[src/rtl/demux4_seq_pkg.sv]
// Shared constants for the four-channel sequential demultiplexer.
package demux4_seq_pkg;

    localparam int NUM_CH        = 4;
    localparam int SEL_W         = 2;
    localparam int DEFAULT_WIDTH = 1;

endpackage

[src/rtl/demux_chan.sv]
// Single-entry channel holding register: a write loads data and sets full,
// an ack empties the slot but leaves the data word in place.
module demux_chan #(
    parameter int WIDTH = 1
) (
    input  logic             clk,
    input  logic             rst,
    input  logic             wr,
    input  logic             ack,
    input  logic [WIDTH-1:0] din,
    output logic [WIDTH-1:0] dout,
    output logic             full
);

    logic [WIDTH-1:0] data_p0;
    logic             full_p0;

    // Holding stage: a same-cycle write wins over an ack so the slot stays full.
    always_ff @(posedge clk or posedge rst) begin
        if (rst) begin
            data_p0 <= '0;
            full_p0 <= 1'b0;
        end else begin
            if (wr) begin
                data_p0 <= din;
                full_p0 <= 1'b1;
            end else if (ack) begin
                full_p0 <= 1'b0;
            end
        end
    end

    assign dout = data_p0;
    assign full = full_p0;

endmodule

[src/rtl/demux4_seq.sv]
// Four-channel demultiplexer with valid/ready input, manual {j,k} or
// round-robin channel selection, and one holding register per channel.
module demux4_seq
    import demux4_seq_pkg::*;
#(
    parameter int WIDTH = DEFAULT_WIDTH
) (
    input  logic              clk,
    input  logic              rst,
    input  logic [WIDTH-1:0]  din,
    input  logic              in_valid,
    output logic              in_ready,
    input  logic              j,
    input  logic              k,
    input  logic              auto_mode,
    output logic [WIDTH-1:0]  o0,
    output logic [WIDTH-1:0]  o1,
    output logic [WIDTH-1:0]  o2,
    output logic [WIDTH-1:0]  o3,
    output logic [NUM_CH-1:0] o_full,
    input  logic [NUM_CH-1:0] o_ack,
    output logic [SEL_W-1:0]  rr_ptr
);

    logic [SEL_W-1:0]  tgt;
    logic              xfer;
    logic [NUM_CH-1:0] wr;
    logic [WIDTH-1:0]  ch_data [NUM_CH];

    // A word only ever goes to its selected channel; a full, unacked target stalls.
    always_comb begin
        tgt      = auto_mode ? rr_ptr : {j, k};
        in_ready = !o_full[tgt] || o_ack[tgt];
        xfer     = in_valid && in_ready;
        wr       = '0;
        if (xfer) begin
            wr[tgt] = 1'b1;
        end
    end

    // Round-robin pointer stage: advances only on an auto-mode transfer.
    always_ff @(posedge clk or posedge rst) begin
        if (rst) begin
            rr_ptr <= '0;
        end else if (xfer && auto_mode) begin
            rr_ptr <= rr_ptr + SEL_W'(1);
        end
    end

    for (genvar i = 0; i < NUM_CH; i++) begin : g_chan
        demux_chan #(
            .WIDTH (WIDTH)
        ) u_chan (
            .clk  (clk),
            .rst  (rst),
            .wr   (wr[i]),
            .ack  (o_ack[i]),
            .din  (din),
            .dout (ch_data[i]),
            .full (o_full[i])
        );
    end

    assign o0 = ch_data[0];
    assign o1 = ch_data[1];
    assign o2 = ch_data[2];
    assign o3 = ch_data[3];

endmodule

[config.mk]
export PLATFORM = sky130hd
export DESIGN_NAME = demux4_seq
export DESIGN_NICKNAME = d
export VERILOG_FILES = /design/src/rtl/demux4_seq_pkg.sv /design/src/rtl/demux_chan.sv /design/src/rtl/demux4_seq.sv
export SDC_FILE = /design/constraint.sdc
export NUM_CORES = 1
export LEC_CHECK = 0
export ABC_AREA = 1
export CAP_MARGIN = 0
export CORE_AREA = 2 2 39 41
export CTS_BUF_LIST = sky130_fd_sc_hd__clkbuf_8
export CTS_CLUSTER_DIAMETER = 50
export DETAILED_ROUTE_END_ITERATION = 7
export DIE_AREA = 0 0 41 43
export PLACE_DENSITY = 0.8
export SLEW_MARGIN = 20
export SYNTH_ARGS = -nofsm -noshare
export SYNTH_HDL_FRONTEND = slang
export SYNTH_SLANG_ARGS = --single-unit
[constraint.sdc]
create_clock -name clk -period 2 [get_ports clk]
set_input_delay 0.4 -clock clk [delete_from_list [all_inputs] [get_ports clk]]
set_output_delay 0.4 -clock clk [all_outputs]
set_load 0.02 [all_outputs]
* Yosys cells after proc, flatten, opt, wreduce, memory -nomap -nowiden
Cells that the tools add are included. Widths: inputs -> output; s select.
Word-level totals: register bits after elaboration 10, output and inout bits 11
Operators by class: add/sub/neg operators 1, $lt $le $gt $ge 2, multiplexer cells 16, reduce and logical (&&, ||, !) cells 9
Operators with widths (count):
- $mux 1 | 11
- $reduce_bool 2->1 | 4
- $bmux 1 s2 | 2
- $mux 4 | 1
- $logic_and 1x1->1 | 3
- $lt 2x3->1 const B | 1
- $add 2x1->2 const B | 1
- $demux 1 s2 | 1
- $ge 2x1->1 const B | 1
- $mux 2 | 1
- $logic_not 1->1 | 1
- $logic_or 1x1->1 | 1

* Depth between registers and ports, before layout
Gate-level depths: netlist (run 1).
word-level depth 8, depth in mapped cells 13, depth with buffers taken out 12

* Cells and area by module
From an unflattened synthesis (run 1), not the netlist that was laid out.
Second synthesis, totals: cell total of the unflattened synthesis 86, area, all modules 586.8 um2
Modules (own cells, without submodules):
- demux_chan | times used 4, cells an instance 10, area each 80.1 um2, sequential area each 50.0 um2
- demux4_seq | times used 1, cells an instance 46, area each 266.5 um2, sequential area each 50.0 um2

* Least setup slack after synthesis (run 1)
Ideal clock, no wire load.
path kind reg-to-output, start reg rr_ptr[0], end out in_ready, arrival 1247 ps, required time 1600 ps, setup slack 353 ps, cell stages (with the launch flop) 10, path buffers 1, cell sequence dfrtp_1 > nand2_1 > nand2_4 > nand2_1 > nand2_1 > nand2_1 > nand2_1 > inv_1 > nand2_2 > buf_6
Between the ends: word-level cells in the longest chain between the ends 5
Ends and longest elaborated chain:
- start: declaration | line demux4_seq.sv:22 | output logic [SEL_W-1:0] rr_ptr
- start signal: assignment | line demux4_seq.sv:46 | rr_ptr <= rr_ptr + SEL_W'(1);
- $mux 2 * | line demux4_seq.sv:32 | tgt = auto_mode ? rr_ptr : {j, k};
- $bmux 1 s2 | line demux4_seq.sv:33 | in_ready = !o_full[tgt] || o_ack[tgt];
- $mux 1 (implied by the code) | line demux4_seq.sv:33
- $logic_not 1->1 | line demux4_seq.sv:33
- $logic_or 1x1->1 * | line demux4_seq.sv:33
- end: declaration | line demux4_seq.sv:12 | output logic in_ready,
Every way passes the cells marked *; elsewhere a longest branch is shown, timed or not. The select of a mux whose other input is x is not followed.

* Worst setup path after layout (run 1)
start in o_ack[0], end out in_ready
Between the ends: word-level cells in the longest chain between the ends 3
Ends and longest elaborated chain:
- start: declaration | line demux4_seq.sv:21 | input logic [NUM_CH-1:0] o_ack,
- $bmux 1 s2 | line demux4_seq.sv:33
- $mux 1 (implied by the code) | line demux4_seq.sv:33
- $logic_or 1x1->1 | line demux4_seq.sv:33
No other way between the ends. The select of a mux whose other input is x is not followed.

==> flow_summary.html, run 1 <==
<table>
<tr><th>Metric</th><th>Value</th></tr>
<tr><th colspan="2">GRT</th></tr>
<tr><td>Antenna violations before repair</td><td>0</td></tr>
<tr><td>Overflow left after global routing</td><td>0</td></tr>
<tr><td>Maximum number of pins on one net before global-route repair</td><td>12</td></tr>
<tr><td>First-pass GRT wire length</td><td>2300 um</td></tr>
<tr><td>Total global-route track usage</td><td>19.5%</td></tr>
<tr><td>Number of global-route vias before repair</td><td>539</td></tr>
<tr><th colspan="2">Synth</th></tr>
<tr><td>Synthesized area per cell</td><td>7.42 um^2</td></tr>
<tr><td>Flops &amp; latches, synth</td><td>10</td></tr>
<tr><td>Synthesized netlist net count</td><td>94</td></tr>
<tr><td>Number of distinct library cells after synthesis</td><td>14</td></tr>
<tr><td>Cells after Synth</td><td>83</td></tr>
<tr><td>Fraction of the yosys area taken by sequential cells</td><td>40.7%</td></tr>
<tr><td>Netlist area before placement</td><td>616 um^2</td></tr>
<tr><td>Number of warnings printed during yosys synthesis</td><td>0</td></tr>
<tr><th colspan="2">Worst setup path</th></tr>
<tr><td>Arr. time, crit path</td><td>1390 ps</td></tr>
<tr><td>Cells along the critical path</td><td>clkdlybuf4s50_1, nand3_1, nand2_1, nand2_2, nand2_1, inv_1, nand2_2, buf_6</td></tr>
<tr><td>Sort of element at the start of the critical path</td><td>input port</td></tr>
<tr><td>Critical path required time</td><td>1600 ps</td></tr>
<tr><td>Kind of end point of the critical path</td><td>output port</td></tr>
<tr><td>Maximum cell stage delay along the critical path</td><td>490 ps</td></tr>
<tr><td>CP Max Fanout</td><td>2</td></tr>
<tr><td>Highest-delay cell along the critical path</td><td>sky130_fd_sc_hd__clkdlybuf4s50_1</td></tr>
<tr><td>Worst setup path class</td><td>in -&gt; out</td></tr>
<tr><th colspan="2">Clocking</th></tr>
<tr><td>Clock tree from TritonCTS</td><td>yes</td></tr>
<tr><td>Worst-Skew Late Latency</td><td>240 ps</td></tr>
<tr><td>CTS Buffer Depth</td><td>2</td></tr>
<tr><td>Cell at the root of the clock tree</td><td>sky130_fd_sc_hd__clkbuf_8</td></tr>
<tr><td>Total number of clock tree sinks</td><td>10</td></tr>
<tr><td>Clock buffers created by TritonCTS</td><td>3</td></tr>
<tr><td>Hold buffers post-CTS</td><td>0</td></tr>
<tr><td>Clock Pin Slew Worst Setup and Hold Paths</td><td>50 ps</td></tr>
<tr><td>CTS H-tree lvls</td><td>1</td></tr>
<tr><th colspan="2">Final layout</th></tr>
<tr><td>Fraction of final layout cells with drive strength greater than 1</td><td>20.2%</td></tr>
<tr><td>Area growth from synthesis to layout</td><td>48.2%</td></tr>
<tr><td>Final cell area excluding filler cells</td><td>912 um^2</td></tr>
<tr><td>Most common library cell in the layout ignoring fill and taps</td><td>sky130_fd_sc_hd__nand2_1</td></tr>
<tr><td>Ant. Diodes</td><td>0</td></tr>
<tr><td>End-of-flow core utilization</td><td>65.9%</td></tr>
<tr><td>Leading cell types in the layout, fill and taps excluded</td><td>sky130_fd_sc_hd__nand2_1, sky130_fd_sc_hd__clkdlybuf4s50_1, sky130_fd_sc_hd__inv_1</td></tr>
<tr><td>Post-route insts no fill</td><td>125</td></tr>
<tr><td>Final net count</td><td>121</td></tr>
<tr><th colspan="2">Timing</th></tr>
<tr><td>Finish-stage setup viols</td><td>0</td></tr>
<tr><td>Number of endpoints with negative hold slack in the final report</td><td>0</td></tr>
<tr><td>Final critical path time including I/O delays and setup</td><td>1790 ps</td></tr>
<tr><td>Setup repair after global routing missed its margin</td><td>false</td></tr>
<tr><td>Setup slack of the critical path after layout</td><td>210 ps</td></tr>
<tr><td>Count of pins over their slew limit</td><td>0</td></tr>
<tr><td>Fmax</td><td>0.559 GHz</td></tr>
<tr><td>Headroom to the max-slew limit</td><td>68.6%</td></tr>
<tr><td>Setup Skew</td><td>1.16 ps</td></tr>
<tr><td>Post-route clock period utilization</td><td>89.5%</td></tr>
<tr><td>Slew at the pin closest to its max-slew limit</td><td>470 ps</td></tr>
<tr><td>Summed negative setup slack over all endpoints</td><td>0 ps</td></tr>
<tr><td>Post-route worst hold slack</td><td>443 ps</td></tr>
<tr><th colspan="2">Drt</th></tr>
<tr><td>DRC violations left</td><td>0</td></tr>
<tr><td>Via Count</td><td>623</td></tr>
<tr><td>Detailed-route wire length per cell</td><td>11.4 um</td></tr>
<tr><td>Detail-routed via count per cell</td><td>4.98</td></tr>
<tr><td>Aggregate routed wire length</td><td>1430 um</td></tr>
<tr><td>Detailed Route Iter0 Violations</td><td>22</td></tr>
<tr><td>Post-DRT Antenna Nets</td><td>0</td></tr>
<tr><td>Pre-Repair DR Iteration Count</td><td>6</td></tr>
<tr><th colspan="2">Die</th></tr>
<tr><td>Die Footprint</td><td>1760 um^2</td></tr>
<tr><td>Initial cell density of the core</td><td>44.5%</td></tr>
<tr><td>Cell Rows</td><td>14</td></tr>
<tr><td>Die width</td><td>41 um</td></tr>
<tr><td>Core box area</td><td>1380 um^2</td></tr>
<tr><td>Floorplan die height</td><td>43 um</td></tr>
<tr><td>I/O Pins</td><td>22</td></tr>
<tr><th colspan="2">Run status</th></tr>
<tr><td>Status</td><td>complete, no violations</td></tr>
<tr><th colspan="2">Pwr</th></tr>
<tr><td>Largest vdd supply drop</td><td>699 uV</td></tr>
<tr><td>Total power draw</td><td>1.19 mW</td></tr>
<tr><td>Static leakage</td><td>0.484 nW</td></tr>
<tr><td>Power density over the cells</td><td>1300 nW/um^2</td></tr>
<tr><th colspan="2">Place</th></tr>
<tr><td>Post-placement setup slack</td><td>-577 ps</td></tr>
<tr><td>PortBufs</td><td>21</td></tr>
<tr><td>Placed cell areas</td><td>842 um^2</td></tr>
<tr><td>Half-perimeter wire length after placement</td><td>1040 um</td></tr>
<tr><td>Placed Instances</td><td>120</td></tr>
<tr><td>Last weighted congestion value of the routability-driven placer</td><td>0.881</td></tr>
<tr><th colspan="2">Min path</th></tr>
<tr><td>Path type of the worst min-delay path</td><td>in -&gt; async</td></tr>
<tr><th colspan="2">Run</th></tr>
<tr><td>Number of max-cap violations</td><td>0</td></tr>
</table>
per-layer routing:
layer	vias to the layer above	part of all wire, %	track usage, %
met5	-	0	0
met4	0	0.98	8.00
met3	2	5.0	3.14
met2	21	54	31.6
met1	288	40	24.2
li1	312	-	-
where the power goes:
part / switching, mW / leakage (nW) / internal, mW
registers: 0.0444 / 0.127 / 0.280
logic: 0.324 / 0.329 / 0.287
clock network: 0.0813 / 0.0288 / 0.173
total: 0.450 / 0.484 / 0.740
what timing repair did:
item / 4_1_cts / 5_1_grt
pin swaps: 1 / 6
cloned: 0 / 0
resized for setup: 6 / 9
endpoints found under the setup margin: 1 / 1
buffers inserted: 0 / 1
final cells by class:
class / instances / area [um^2]
inverters: 12 / 45.0
well taps: 16 / 20.0
clock buffers: 4 / 55.1
fillers: 121 / 472
multi-input cells: 55 / 278
repair buffers: 28 / 264
flip-flops and latches: 10 / 250
cell families (layout without fill, tap and decap cells):
group,count (synthesis),after routing,synth area share (%)
compound gates,6,6,4.88
xor+xnor,1,1,1.42
buf+inv,18,44,15.2
flops,10,10,40.7
simple gates,48,48,37.8
sequential cells by signal, indices dropped and copies added (netlist names):
signal	count
g_chan.u_chan.dout	4
rr_ptr	2
g_chan.u_chan.full	4
synth_stat cells:
library cell              instances  area, um^2
sky130_fd_sc_hd__nand2_1         29         109
sky130_fd_sc_hd__o21ai_0          5        25.0
sky130_fd_sc_hd__buf_4            5        37.5
sky130_fd_sc_hd__inv_1           12        45.0
sky130_fd_sc_hd__nand4_1          6        37.5
sky130_fd_sc_hd__nand3_1          5        25.0
sky130_fd_sc_hd__nand2_4          1        11.3
sky130_fd_sc_hd__xor2_1           1        8.76
sky130_fd_sc_hd__buf_6            1        11.3
sky130_fd_sc_hd__nand3_2          3        30.0
sky130_fd_sc_hd__nor2_1           2        7.51
sky130_fd_sc_hd__o21ai_1          1        5.00
sky130_fd_sc_hd__nand2_2          2        12.5
sky130_fd_sc_hd__dfrtp_1         10         250
worst max-delay path, delay by kind of cell:
kind                   cells  cell delay [ps]
buffers and inverters      3              640
AND/OR/NAND/NOR            5              340
final timing paths:
check | endpoint | startpoint | slack [ps] | depth (start not counted)
setup / recovery | in_ready | o_ack[0] | 210 | 8
hold / removal | rr_ptr[1] | rst | 440 | 2
setup reg to reg | rr_ptr[1] | rr_ptr[0] | 510 | 11
hold reg to reg | g_chan[3].u_chan.dout | g_chan[3].u_chan.dout | 470 | 2
max in group asynchronous | g_chan[2].u_chan.dout | rst | 1280 | 2
min in group clk | g_chan[3].u_chan.dout | g_chan[3].u_chan.dout | 470 | 2
No activity file was read; power rests on OpenSTA's default activity.
==> inputs of run 2 (changes only) <==
RECOVER_POWER = 25   (was unset)
==> flow_summary.html, run 2 (same netlist as run 1, synthesis figures left out) <==
<table>
<tr><th>Metric</th><th>Value</th></tr>
<tr><th colspan="2">GRT</th></tr>
<tr><td>Total global-route track usage</td><td>19.5% (unchanged)</td></tr>
<tr><td>Maximum number of pins on one net before global-route repair</td><td>12 (unchanged)</td></tr>
<tr><td>Overflow left after global routing</td><td>0 (unchanged)</td></tr>
<tr><td>Number of global-route vias before repair</td><td>539 (unchanged)</td></tr>
<tr><td>First-pass GRT wire length</td><td>2300 um (unchanged)</td></tr>
<tr><td>Antenna violations before repair</td><td>0 (unchanged)</td></tr>
<tr><th colspan="2">Worst setup path</th></tr>
<tr><td>Critical path required time</td><td>1600 ps (about the same)</td></tr>
<tr><td>Cells along the critical path</td><td>clkdlybuf4s50_1, nand3_1, nand2_1, nand2_2, nand2_1, inv_1, nand2_2, buf_6</td></tr>
<tr><td>Worst setup path class</td><td>in -&gt; out</td></tr>
<tr><td>Worst Setup SP</td><td>o_ack[0]</td></tr>
<tr><td>Highest-delay cell along the critical path</td><td>sky130_fd_sc_hd__clkdlybuf4s50_1</td></tr>
<tr><td>CP Max Fanout</td><td>2 (unchanged)</td></tr>
<tr><td>Sort of element at the start of the critical path</td><td>input port</td></tr>
<tr><td>Maximum cell stage delay along the critical path</td><td>490 ps (about the same)</td></tr>
<tr><td>Worst setup path end</td><td>in_ready</td></tr>
<tr><td>Worst-case reg-to-reg path depth</td><td>11 (unchanged)</td></tr>
<tr><td>Reg-to-reg critical path endpoint</td><td>rr_ptr[1]</td></tr>
<tr><td>Startpoint of the most critical register-to-register path</td><td>rr_ptr[0]</td></tr>
<tr><td>Kind of end point of the critical path</td><td>output port</td></tr>
<tr><td>Arr. time, crit path</td><td>1390 ps (about the same)</td></tr>
<tr><td>Flop-to-flop setup slack</td><td>510 ps (about the same)</td></tr>
<tr><th colspan="2">Clocking</th></tr>
<tr><td>Clock tree from TritonCTS</td><td>yes</td></tr>
<tr><td>CTS H-tree lvls</td><td>1 (unchanged)</td></tr>
<tr><td>Total number of clock tree sinks</td><td>10 (unchanged)</td></tr>
<tr><td>Clock Pin Slew Worst Setup and Hold Paths</td><td>50 ps (about the same)</td></tr>
<tr><td>Clock buffers created by TritonCTS</td><td>3 (unchanged)</td></tr>
<tr><td>CTS Buffer Depth</td><td>2 (unchanged)</td></tr>
<tr><td>Cell at the root of the clock tree</td><td>sky130_fd_sc_hd__clkbuf_8</td></tr>
<tr><td>Hold buffers post-CTS</td><td>0 (unchanged)</td></tr>
<tr><td>Worst-Skew Late Latency</td><td>240 ps (about the same)</td></tr>
<tr><th colspan="2">Timing</th></tr>
<tr><td>Finish-stage setup viols</td><td>0 (unchanged)</td></tr>
<tr><td>Number of endpoints with negative hold slack in the final report</td><td>0 (unchanged)</td></tr>
<tr><td>Summed negative setup slack over all endpoints</td><td>0 ps (unchanged)</td></tr>
<tr><td>Fmax</td><td>0.559 GHz (unchanged)</td></tr>
<tr><td>Post-route clock period utilization</td><td>89.5% (unchanged)</td></tr>
<tr><td>Final critical path time including I/O delays and setup</td><td>1790 ps (unchanged)</td></tr>
<tr><td>Slew at the pin closest to its max-slew limit</td><td>470 ps (-0.00155 ps)</td></tr>
<tr><td>Setup repair after global routing missed its margin</td><td>false</td></tr>
<tr><td>Headroom to the max-slew limit</td><td>68.6% (about the same)</td></tr>
<tr><td>Count of pins over their slew limit</td><td>0 (unchanged)</td></tr>
<tr><td>Setup Skew</td><td>1.16 ps (unchanged)</td></tr>
<tr><th colspan="2">Drt</th></tr>
<tr><td>M1 WL</td><td>575 um (unchanged)</td></tr>
<tr><td>Detailed-route wire length per cell</td><td>11.4 um (unchanged)</td></tr>
<tr><td>Detail-routed via count per cell</td><td>4.98 (unchanged)</td></tr>
<tr><td>Aggregate routed wire length</td><td>1430 um (unchanged)</td></tr>
<tr><td>Post-DRT Antenna Nets</td><td>0 (unchanged)</td></tr>
<tr><td>Met2 wirelength from detailed routing</td><td>765 um (unchanged)</td></tr>
<tr><td>Met3 layer wire length in the routed design</td><td>71 um (unchanged)</td></tr>
<tr><td>DRC violations left</td><td>0 (unchanged)</td></tr>
<tr><td>Via Count</td><td>623 (unchanged)</td></tr>
<tr><td>Highest metal layer with signal wires</td><td>met4</td></tr>
<tr><td>Pre-Repair DR Iteration Count</td><td>6 (unchanged)</td></tr>
<tr><td>Detailed Route Iter0 Violations</td><td>22 (unchanged)</td></tr>
<tr><th colspan="2">Die</th></tr>
<tr><td>Core box area</td><td>1380 um^2 (unchanged)</td></tr>
<tr><td>I/O Pins</td><td>22 (unchanged)</td></tr>
<tr><td>Initial cell density of the core</td><td>44.5% (unchanged)</td></tr>
<tr><td>Die width</td><td>41 um (unchanged)</td></tr>
<tr><td>Die Footprint</td><td>1760 um^2 (unchanged)</td></tr>
<tr><td>Cell Rows</td><td>14 (unchanged)</td></tr>
<tr><td>Floorplan die height</td><td>43 um (unchanged)</td></tr>
<tr><th colspan="2">Place</th></tr>
<tr><td>PortBufs</td><td>21 (unchanged)</td></tr>
<tr><td>Last weighted congestion value of the routability-driven placer</td><td>0.881 (unchanged)</td></tr>
<tr><td>Half-perimeter wire length after placement</td><td>1040 um (unchanged)</td></tr>
<tr><td>Placed Instances</td><td>120 (unchanged)</td></tr>
<tr><td>Placed cell areas</td><td>842 um^2 (unchanged)</td></tr>
<tr><th colspan="2">Pwr</th></tr>
<tr><td>Static leakage</td><td>0.484 nW (about the same)</td></tr>
<tr><td>Largest vdd supply drop</td><td>699 uV (about the same)</td></tr>
<tr><td>Power density over the cells</td><td>1300 nW/um^2 (about the same)</td></tr>
<tr><th colspan="2">Final layout</th></tr>
<tr><td>Combined flip-flop and latch cell area</td><td>250 um^2 (unchanged)</td></tr>
<tr><td>Ant. Diodes</td><td>0 (unchanged)</td></tr>
<tr><td>Most common library cell in the layout ignoring fill and taps</td><td>sky130_fd_sc_hd__nand2_1</td></tr>
<tr><td>Fraction of final layout cells with drive strength greater than 1</td><td>20.2% (unchanged)</td></tr>
<tr><td>End-of-flow core utilization</td><td>65.9% (unchanged)</td></tr>
<tr><td>Area of combinational cells with multiple inputs</td><td>278 um^2 (unchanged)</td></tr>
<tr><td>Area growth from synthesis to layout</td><td>48.2% (unchanged)</td></tr>
<tr><td>Leading cell types in the layout, fill and taps excluded</td><td>sky130_fd_sc_hd__nand2_1, sky130_fd_sc_hd__clkdlybuf4s50_1, sky130_fd_sc_hd__inv_1</td></tr>
<tr><td>Final net count</td><td>121 (unchanged)</td></tr>
<tr><td># fillers</td><td>121 (unchanged)</td></tr>
<tr><td>Post-route insts no fill</td><td>125 (unchanged)</td></tr>
<tr><td>Final cell area excluding filler cells</td><td>912 um^2 (unchanged)</td></tr>
<tr><th colspan="2">Min path</th></tr>
<tr><td>Number of cells traversed by the worst hold path</td><td>2</td></tr>
<tr><td>Path type of the worst min-delay path</td><td>reg -&gt; reg</td></tr>
<tr><th colspan="2">Run</th></tr>
<tr><td>Number of max-cap violations</td><td>0 (unchanged)</td></tr>
<tr><th colspan="2">Run status</th></tr>
<tr><td>Status</td><td>complete, no violations</td></tr>
</table>
==> run 2: cell types whose count changed in the layout (fill, tap and decap cells not counted), sizes merged <==
cell,previous run,this run
dlygate4sd3,0,1
clkdlybuf4s50,17,16
==> run 2: per-stage QoR <==
step | hold WS [ps] | total power, mW | worst slack, ps
floorplan | 240 | 0.675 | 353
detailed placement | 459 | 0.921 | -577
CTS | 463 | 1.18 | 39.5
global route | 494 | 1.28 | 125
global placement | 455 | 0.908 | -542
finish | 466 | 1.19 | 210
==> run 2: cell type report <==
class	instances	share of cell area (%)
Clock buffer	4	6.04
Inverter	12	4.94
Multi-Input combinational cell	55	30.5
Sequential cell	10	27.4
Tap cell	16	2.19
Timing Repair Buffer	28	28.9
==> run 2: timing repair <==
item                       4_1_cts  5_1_grt
resized for setup                6        9
setup endpoints to repair        1        1
pin swaps                        1        6
buffers inserted                 0        1
==> run 2: where the power goes <==
part / total, mW / internal [mW] / leakage (nW) / switching [mW]
clock network: 0.255 / 0.173 / 0.0288 / 0.0813
logic: 0.611 / 0.287 / 0.329 / 0.324
registers: 0.324 / 0.280 / 0.127 / 0.0444
==> run 2: worst min path at each step <==
| stage | end | start |
|---|---|---|
| global route | g_chan[3].u_chan.dout | g_chan[3].u_chan.dout |
| detailed placement | g_chan[3].u_chan.dout | g_chan[3].u_chan.dout |
| CTS | g_chan[1].u_chan.dout | rst |
| finish | g_chan[3].u_chan.dout | g_chan[3].u_chan.dout |
| floorplan | g_chan[0].u_chan.dout | rst |
| global placement | g_chan[2].u_chan.dout | g_chan[2].u_chan.dout |
==> run 2: routing by layer <==
metal	vias up	GRT usage, %
li1	312	-
met1	288	24.2
met2	21	31.6
met3	2	3.14
met4	0	8.00
met5	-	0
==> run 2: worst max-delay path: cells and delay by family <==
| kind | cells | cell delay [ps] |
|---|---|---|
| buf+inv | 3 | 640 |
| simple gates | 5 | 340 |
==> inputs of run 3 (changes only) <==
CORE_AREA = unset   (was 2 2 39 41)
CORE_MARGIN = 2   (was unset)
CORE_UTILIZATION = 46   (was unset)
CTS_BUF_LIST = unset   (was sky130_fd_sc_hd__clkbuf_8)
DIE_AREA = unset   (was 0 0 41 43)
==> flow_summary.html, run 3 (same netlist as run 1, synthesis figures left out) <==
<table>
<tr><th>Metric</th><th>Value</th></tr>
<tr><th colspan="2">Place</th></tr>
<tr><td>Post-placement setup slack</td><td>-522 ps (+55.4 ps)</td></tr>
<tr><td>Placed Instances</td><td>120 (unchanged)</td></tr>
<tr><td>PortBufs</td><td>21 (unchanged)</td></tr>
<tr><td>Half-perimeter wire length after placement</td><td>1050 um (+0.14%)</td></tr>
<tr><td>Last weighted congestion value of the routability-driven placer</td><td>0.853 (-3.2%)</td></tr>
<tr><th colspan="2">Clocking</th></tr>
<tr><td>Worst-Skew Late Latency</td><td>270 ps (+30 ps)</td></tr>
<tr><td>Clock tree from TritonCTS</td><td>yes</td></tr>
<tr><td>CTS Buffer Depth</td><td>2 (unchanged)</td></tr>
<tr><td>Cell at the root of the clock tree</td><td>sky130_fd_sc_hd__clkbuf_4</td></tr>
<tr><td>Hold buffers post-CTS</td><td>0 (unchanged)</td></tr>
<tr><td>CTS H-tree lvls</td><td>1 (unchanged)</td></tr>
<tr><td>Clock buffers created by TritonCTS</td><td>3 (unchanged)</td></tr>
<tr><td>Clock Pin Slew Worst Setup and Hold Paths</td><td>70 ps (+20 ps)</td></tr>
<tr><td>Total number of clock tree sinks</td><td>10 (unchanged)</td></tr>
<tr><th colspan="2">Worst setup path</th></tr>
<tr><td>Arr. time, crit path</td><td>1500 ps (+110 ps)</td></tr>
<tr><td>Kind of end point of the critical path</td><td>output port</td></tr>
<tr><td>Worst-case reg-to-reg path depth</td><td>11 (unchanged)</td></tr>
<tr><td>Sort of element at the start of the critical path</td><td>input port</td></tr>
<tr><td>CP Max Fanout</td><td>6 (+4)</td></tr>
<tr><td>Worst setup path class</td><td>in -&gt; out</td></tr>
<tr><td>Startpoint of the most critical register-to-register path</td><td>rr_ptr[0]</td></tr>
<tr><td>Critical path required time</td><td>1600 ps (about the same)</td></tr>
<tr><td>Flop-to-flop setup slack</td><td>530 ps (+20 ps)</td></tr>
<tr><td>Reg-to-reg critical path endpoint</td><td>g_chan[3].u_chan.full</td></tr>
<tr><th colspan="2">Drt</th></tr>
<tr><td>DRC violations left</td><td>0 (unchanged)</td></tr>
<tr><td>Pre-Repair DR Iteration Count</td><td>3 (-3)</td></tr>
<tr><td>Detailed Route Iter0 Violations</td><td>12 (-45%)</td></tr>
<tr><td>Detail-routed via count per cell</td><td>4.86 (-2.4%)</td></tr>
<tr><td>Met2 wirelength from detailed routing</td><td>716 um (-6.4%)</td></tr>
<tr><td>Met3 layer wire length in the routed design</td><td>65 um (-8.5%)</td></tr>
<tr><td>Aggregate routed wire length</td><td>1360 um (-4.8%)</td></tr>
<tr><td>Detailed-route wire length per cell</td><td>10.9 um (-4.8%)</td></tr>
<tr><td>Post-DRT Antenna Nets</td><td>0 (unchanged)</td></tr>
<tr><td>M1 WL</td><td>556 um (-3.3%)</td></tr>
<tr><td>Via Count</td><td>608 (-2.4%)</td></tr>
<tr><td>Highest metal layer with signal wires</td><td>met4</td></tr>
<tr><th colspan="2">Min path</th></tr>
<tr><td>Hold Crit Endpoint</td><td>g_chan[2].u_chan.dout</td></tr>
<tr><td>Number of cells traversed by the worst hold path</td><td>2 (unchanged)</td></tr>
<tr><td>Worst hold path startpoint</td><td>g_chan[2].u_chan.dout</td></tr>
<tr><td>Path type of the worst min-delay path</td><td>reg -&gt; reg</td></tr>
<tr><th colspan="2">Pwr</th></tr>
<tr><td>Total power draw</td><td>1.12 mW (-5.9%)</td></tr>
<tr><td>Static leakage</td><td>0.473 nW (-2.3%)</td></tr>
<tr><td>Largest vdd supply drop</td><td>539 uV (-23%)</td></tr>
<tr><td>Power density over the cells</td><td>1250 nW/um^2 (-4.5%)</td></tr>
<tr><th colspan="2">Final layout</th></tr>
<tr><td>Ant. Diodes</td><td>0 (unchanged)</td></tr>
<tr><td>Leading cell types in the layout, fill and taps excluded</td><td>sky130_fd_sc_hd__nand2_1, sky130_fd_sc_hd__clkdlybuf4s50_1, sky130_fd_sc_hd__inv_1</td></tr>
<tr><td>Final net count</td><td>122 (+0.83%)</td></tr>
<tr><td>Most common library cell in the layout ignoring fill and taps</td><td>sky130_fd_sc_hd__nand2_1</td></tr>
<tr><td># fillers</td><td>118 (-2.5%)</td></tr>
<tr><td>Fraction of final layout cells with drive strength greater than 1</td><td>19.1% (-1.1 points)</td></tr>
<tr><td>End-of-flow core utilization</td><td>70.8% (+4.9 points)</td></tr>
<tr><td>Combined flip-flop and latch cell area</td><td>250 um^2 (unchanged)</td></tr>
<tr><td>Area growth from synthesis to layout</td><td>45.9%</td></tr>
<tr><td>Area of combinational cells with multiple inputs</td><td>275 um^2 (-0.90%)</td></tr>
<tr><td>Post-route insts no fill</td><td>125 (unchanged)</td></tr>
<tr><th colspan="2">Timing</th></tr>
<tr><td>Post-route clock period utilization</td><td>94.9% (+5.4 points)</td></tr>
<tr><td>Post-route worst hold slack</td><td>477 ps (+10.9 ps)</td></tr>
<tr><td>Fmax</td><td>0.527 GHz (-5.6%)</td></tr>
<tr><td>Setup repair after global routing missed its margin</td><td>false</td></tr>
<tr><td>Headroom to the max-slew limit</td><td>72.5% (+3.9 points)</td></tr>
<tr><td>Setup slack of the critical path after layout</td><td>103 ps (-107 ps)</td></tr>
<tr><td>Count of pins over their slew limit</td><td>0 (unchanged)</td></tr>
<tr><td>Setup Skew</td><td>4.98 ps (+3.82 ps)</td></tr>
<tr><td>Slew at the pin closest to its max-slew limit</td><td>411 ps (-58.8 ps)</td></tr>
<tr><td>Finish-stage setup viols</td><td>0 (unchanged)</td></tr>
<tr><td>Final critical path time including I/O delays and setup</td><td>1900 ps (+107 ps)</td></tr>
<tr><td>Number of endpoints with negative hold slack in the final report</td><td>0 (unchanged)</td></tr>
<tr><th colspan="2">GRT</th></tr>
<tr><td>First-pass GRT wire length</td><td>2200 um (-4.2%)</td></tr>
<tr><td>Maximum number of pins on one net before global-route repair</td><td>12 (unchanged)</td></tr>
<tr><td>Overflow left after global routing</td><td>0 (unchanged)</td></tr>
<tr><td>Antenna violations before repair</td><td>0 (unchanged)</td></tr>
<tr><td>Total global-route track usage</td><td>21.1% (+1.7 points)</td></tr>
<tr><td>Number of global-route vias before repair</td><td>551 (+2.2%)</td></tr>
<tr><th colspan="2">Die</th></tr>
<tr><td>Die width</td><td>40.6 um (-1.0%)</td></tr>
<tr><td>Floorplan die height</td><td>40.6 um (-5.6%)</td></tr>
<tr><td>I/O Pins</td><td>22 (unchanged)</td></tr>
<tr><td>Cell Rows</td><td>13 (-1)</td></tr>
<tr><td>Initial cell density of the core</td><td>48.5% (+4.0 points)</td></tr>
<tr><td>Die Footprint</td><td>1650 um^2 (-6.6%)</td></tr>
<tr><td>Core box area</td><td>1270 um^2 (-8.3%)</td></tr>
<tr><th colspan="2">Run status</th></tr>
<tr><td>Status</td><td>complete, no violations</td></tr>
<tr><th colspan="2">Run</th></tr>
<tr><td>Number of max-cap violations</td><td>0 (unchanged)</td></tr>
</table>
## run 3: cell types whose count changed in the layout (fill, tap and decap cells not counted), sizes merged
cell	change
buf	+1
clkbuf	-1
dlymetal6s2s	-1
dlygate4sd2	+1
clkdlybuf4s50	+1
## run 3: report_power, final
part	total (mW)	switching, mW	internal (mW)
logic	0.605	0.317	0.288
registers	0.325	0.0461	0.279
clock network	0.189	0.0780	0.111
total	1.12	0.441	0.678
## run 3: layer usage
metal	global-route usage, %	vias up
met4	7.50	0
li1	-	313
met5	0	-
met2	40.1	18
met3	5.00	2
met1	22.1	275
## run 3: layout make-up
class,count,area share [%]
Sequential cell,10,27.9
Inverter,12,5.01
Tap cell,15,2.09
Multi-Input combinational cell,55,30.6
Clock buffer,4,4.04
Timing Repair Buffer,29,30.4
## run 3: worst max path at each step
stage	startpoint	to	cells after the start
floorplan	rr_ptr[0]	in_ready	9
global placement	auto_mode	in_ready	10
detailed placement	auto_mode	in_ready	10
CTS	k	in_ready	9
global route	k	in_ready	10
finish	k	in_ready	10
## run 3: repair_timing
action,in CTS,in global routing
setup endpoints to repair,1,1
hold endpoints to repair,0,0
gates cloned,0,0
resized for setup,6,5
buffers inserted,0,1
pin swaps,0,3
## run 3: per-stage QoR
step,cell area [um^2],TNS [ps]
after floorplan,616,0
after global placement,848,-560
after detailed placement,848,-921
after CTS,882,0
after global routing,898,0
final,898,0
## run 3: critical path, cell delays in order
cell and delay, ps:
sky130_fd_sc_hd__clkdlybuf4s50_1 470, sky130_fd_sc_hd__nand2_2 90, sky130_fd_sc_hd__nand2_4 90, sky130_fd_sc_hd__nand2_1 50, sky130_fd_sc_hd__nand2_1 50, sky130_fd_sc_hd__nand2_1 50, sky130_fd_sc_hd__nand2_1 70, sky130_fd_sc_hd__inv_1 40
sky130_fd_sc_hd__nand2_2 70, sky130_fd_sc_hd__buf_6 110
